--- src/rtl/dmux8way16_stream.sv ---
`default_nettype none
// ============================================================================
// Module   : dmux8way16_stream
// Purpose  : Registered 1-to-8 demultiplexer for WIDTH-bit words. One word
//            per cycle is accepted on a valid/ready input and steered by
//            `sel` into one of eight single-entry output buffers. Each
//            buffer has its own valid/ready handshake.
// Ports    : clk            system clock (rising edge)
//            reset          synchronous, active-high reset
//            bcast          broadcast request (only with DMUX8_BROADCAST_EN)
//            in[WIDTH]      input word
//            sel[3]         destination channel (0=a .. 7=h)
//            in_valid       input word present
//            in_ready       addressed channel(s) can take a word this cycle
//            out_data[8*W]  packed channel data, channel k at [k*W +: W]
//            out_valid[8]   per-channel buffer full
//            out_ready[8]   per-channel consumer accepts the word
// Options  : `define DMUX8_BROADCAST_EN adds the `bcast` input; a broadcast
//            push loads `in` into all eight buffers at once.
// Revision : 1.0  initial release
// ============================================================================
module dmux8way16_stream #(
    parameter int WIDTH     = 16,
    parameter bit ZERO_IDLE = 1'b1
) (
    input  logic               clk,
    input  logic               reset,
`ifdef DMUX8_BROADCAST_EN
    input  logic               bcast,
`endif
    input  logic [WIDTH-1:0]   in,
    input  logic [2:0]         sel,
    input  logic               in_valid,
    output logic               in_ready,
    output logic [8*WIDTH-1:0] out_data,
    output logic [7:0]         out_valid,
    input  logic [7:0]         out_ready
);

    // Channel state encoding (one 2-state machine per channel).
    localparam logic c_EMPTY = 1'b0;
    localparam logic c_FULL  = 1'b1;

    logic [7:0] w_full;       // current state of each channel
    logic [7:0] w_slot_free;  // channel can take a word at the next edge
    logic [7:0] w_sel_onehot;
    logic [7:0] w_push;       // channel is loaded at the next edge
    logic [7:0] w_pop;        // channel is drained at the next edge
    logic       w_accept;

    // A full slot is still free this cycle if its consumer drains it, which
    // gives back-to-back reload with no bubble.
    assign w_slot_free  = ~w_full | out_ready;
    assign w_sel_onehot = 8'b0000_0001 << sel;

`ifdef DMUX8_BROADCAST_EN
    // Broadcast must land in every buffer atomically, so all eight slots
    // have to be free; sel is ignored.
    assign in_ready = bcast ? (&w_slot_free) : w_slot_free[sel];
    assign w_accept = in_valid && in_ready;
    assign w_push   = bcast ? {8{w_accept}} : ({8{w_accept}} & w_sel_onehot);
`else
    assign in_ready = w_slot_free[sel];
    assign w_accept = in_valid && in_ready;
    assign w_push   = {8{w_accept}} & w_sel_onehot;
`endif

    // out_ready on an empty channel is ignored.
    assign w_pop     = w_full & out_ready;
    assign out_valid = w_full;

    for (genvar k = 0; k < 8; k++) begin : g_chan
        logic             r_state;
        logic [WIDTH-1:0] r_data;

        always_ff @(posedge clk) begin
            if (reset) begin
                r_state <= c_EMPTY;
                r_data  <= '0;
            end else if (w_push[k]) begin
                // Push wins over a simultaneous pop: the old word leaves and
                // the new one takes its place in the same edge.
                r_state <= c_FULL;
                r_data  <= in;
            end else if (w_pop[k]) begin
                r_state <= c_EMPTY;
            end
        end

        assign w_full[k] = (r_state == c_FULL);

        if (ZERO_IDLE) begin : g_zero_idle
            // Empty channels read as zero, matching combinational DMux output.
            assign out_data[k*WIDTH +: WIDTH] = w_full[k] ? r_data : '0;
        end else begin : g_hold_idle
            assign out_data[k*WIDTH +: WIDTH] = r_data;
        end
    end

endmodule
`default_nettype wire

--- config.mk ---
export PLATFORM = sky130hd
export DESIGN_NAME = dmux8way16_stream
export DESIGN_NICKNAME = d
export VERILOG_FILES = /design/src/rtl/dmux8way16_stream.sv
export SDC_FILE = /design/constraint.sdc
export NUM_CORES = 1
export LEC_CHECK = 0
export CORE_ASPECT_RATIO = 0.5
export CORE_MARGIN = 2
export CORE_UTILIZATION = 50
export CTS_BUF_LIST = sky130_fd_sc_hd__clkbuf_4
export CTS_CLUSTER_DIAMETER = 50
export DETAILED_ROUTE_END_ITERATION = 12
export PLACE_DENSITY = 0.82
export SLEW_MARGIN = 5
export SYNTH_ARGS = -nofsm -noshare
export SYNTH_HDL_FRONTEND = slang
export SYNTH_SLANG_ARGS = --single-unit
--- constraint.sdc ---
create_clock -name clk -period 2.8 [get_ports clk]
set_clock_uncertainty 0.2 [all_clocks]
set_input_delay 0.84 -clock clk [delete_from_list [all_inputs] [get_ports clk]]
set_output_delay 0.84 -clock clk [all_outputs]
set_load 0.005 [all_outputs]
==> results.md <==
* TNS Setup at -148.8 ps
* Routed Antenna Nets at 0
* Maxcap violations at 0
* Rows at 28
* IO Count at ~170
* Worst Tran Pin Value at 687.9 ps
* Post-DP HPWL at 12760 µm
* Remaining DRCs at 0
* Pin count of the biggest net entering global routing at 50
* CTS root buffer: clkbuf_4
* Final period util at 105.3%
* Register cell area after layout at 2726 µm²
* Reg clk slew, reported paths at ~100 ps
* WL final at 19620 µm
* GRT overflow at 0
* Core ar. at 12050 µm²
* Maximum root-to-sink buffer count at 2
* Synth cell count leaders: a21oi_1 (136), dfxtp_1 (136), and2_1 (128), nand3_1 (128), o21ai_0 (118)
* Max_slew headroom at between 50% and 60%
* Finished Core Util at 70.23%
* Initial antenna violation count at 0
* Startpoint Class: input pin
* Static Leak at 3.181 nW
* Syn nets at approximately 800
* Run status: complete, but fails checks
* Flops & latches, synth at 136
* Cts hold-fix bufs at 0
* Multi-input logic area at 3110 µm²
* Pwr Density at 419.0 nW/µm²
* WL per Instance at 17.70 µm
* Final instance area at 8464 µm²
* # port buffers at 166
* Avg Inst Size Synth at 7.974 µm²
* Share of cells above drive strength 1 at 11.77%
* Yosys top cell area share at between 40 and 50%
* Fin nets at around 960
* Crit Path Class: in -> out
* Sequential-to-total area share from yosys stat at 43.22%
* Full die area at about 14000 µm²
* Clock latency on the worst-skew pair at 510 ps
* Vias at 6407
* Routability-driven placement congestion ratio at 0.8437
* ANT cells at 0
* Placed cell area at 8084 µm²
* Post-Syn Area at 6300 µm²
* Placed instance count at 1071
* First-iteration detailed-routing DRC count at 688
* CTS Buf Count at 17
* CP max FO at 2
* Filler cells at around 990
* Drt first pass iters at 5
* Starting Density at approximately 52%
* F_max at roughly 340 MHz
* GRT Util Overall at 27.96%
* Yosys warns at 0
* Final hold violations at 0
* Failing checks: setup timing
* Synth area leaders: dfxtp_1 (43%), and2_1 (13%), a21oi_1 (11%)
* Period minus WS final at roughly 2900 ps
* Worst setup EP type: output pin
* Vias in the first global route at 5749
* Global-route wire length before repair at about 30000 µm
* PnR worst setup slack at -148.8 ps
* Maximum vdd drop at 257.3 µV
* DIE WIDTH at 162.7 µm
* CTS tree: built
* CP Data Arrival Time at approximately 1900 ps
* H-Tree Depth at 4
* Hold Crit Class: reg -> reg
* Synth unique cells at 26
* Post-synth EDFFs at 0
* CTS Sinks at 136
* Area leader, netlist: dfxtp_1
* Async set or reset register ratio after synthesis at 0%
* Chip height at ~83 µm
* Final slew viol count at 0
* RSZ-0062 raised after global routing: true
* Final setup fails at 1
* Final cell count without fillers at 1108
* P&R area growth vs syn at 34.36%
* Most used flip-flop cell after synthesis: dfxtp_1
* Synthesized netlist cell count at 790
* Req. time, crit path at 1760 ps
* Detailed-route vias per instance at 5.782
power breakdown:
group | switching [W] | leakage [nW] | total [W] | internal (W)
Clock | 0.000659 | 0.150 | 0.00124 | 0.000582
Sequential | 0.0000182 | 1.10 | 0.00199 | 0.00197
Combinational | 0.000193 | 1.93 | 0.000312 | 0.000119
worst paths after layout:
path,to,startpoint,slack (ps),depth (start not counted)
worst max-delay path,in_ready,out_ready[3],-150,5
worst min register to register,g_chan[3].r_data[1]$_SDFFE_PP0P_,g_chan[3].r_data[1]$_SDFFE_PP0P_,280,2
worst max register to register,g_chan[1].r_data[1]$_SDFFE_PP0P_,g_chan[1].r_state$_SDFFE_PP0P_,1310,5
worst min-delay path,g_chan[3].r_data[1]$_SDFFE_PP0P_,g_chan[3].r_data[1]$_SDFFE_PP0P_,280,2
registers in the layout, summed over array words and instances, names as in the netlist:
| signal | flops |
|---|---|
| g_chan.r_state | 8 |
| g_chan.r_data | 128 |
placed cells by master, fill, tap and decap left out, types with 2 or more instances in the layout:
cell	count
o21ai_1	10
nand3_1	128
and2b_1	3
clkinv_2	3
mux4_2	2
and4b_2	2
nand2b_1	8
and2_1	128
and4bb_2	3
and2b_2	2
dfxtp_2	3
dlygate4sd2_1	3
nand4bb_1	3
nand4b_1	3
buf_2	5
a21oi_1	136
nor2b_2	2
clkbuf_4	25
dfxtp_1	133
dlymetal6s2s_1	14
o21ai_0	118
buf_4	46
buf_12	3
buf_6	10
clkdlybuf4s50_1	139
clkdlybuf4s15_2	2
bufinv_16	2
layout make-up:
class	count	share of cell area [%]
Timing Repair Buffer	223	25.59
Clock inverter	5	0.8869
Clock buffer	24	2.129
Tap cell	165	2.439
Sequential cell	136	32.21
Multi-Input combinational cell	555	36.75
logic make-up (layout without fill, tap and decap cells):
group / count (synthesis) / in the layout / share of synthesized area, %
compound gates: 264 / 264 / 20.97
simple gates: 288 / 288 / 27.41
mux: 3 / 3 / 0.8738
buf+inv: 99 / 252 / 7.527
flops: 136 / 136 / 43.22
layer usage:
metal / wire (µm) / GRT usage (%)
met2: 9288 / 43.22
met1: 8251 / 38.51
met5: 0 / 0
met3: 1647 / 5.944
met4: 428 / 10.14
metrics by stage:
step | hold slack [ps] | total power [W] | worst slack, ps
floorplan | 249.1 | 0.002203 | 95.97
global placement | 256.0 | 0.002329 | -976.8
detailed placement | 261.9 | 0.002337 | -980.3
CTS | 277.6 | 0.003536 | -144.5
global route | 300.3 | 0.003654 | -156.8
finish | 277.8 | 0.003547 | -148.8
critical path, cell delays in order:
cell,delay [ps]
buf_6,70
and2b_2,240
mux4_2,500
mux2i_1,130
buf_2,130
what timing repair did:
action                                  in CTS  in global routing
pin swaps                                    0                  0
cloned                                       0                  1
endpoints found under the setup margin       3                 83
buffers inserted                             2                  5
gates resized for setup                     37                 29
No activity file was read; power rests on OpenSTA's default activity.
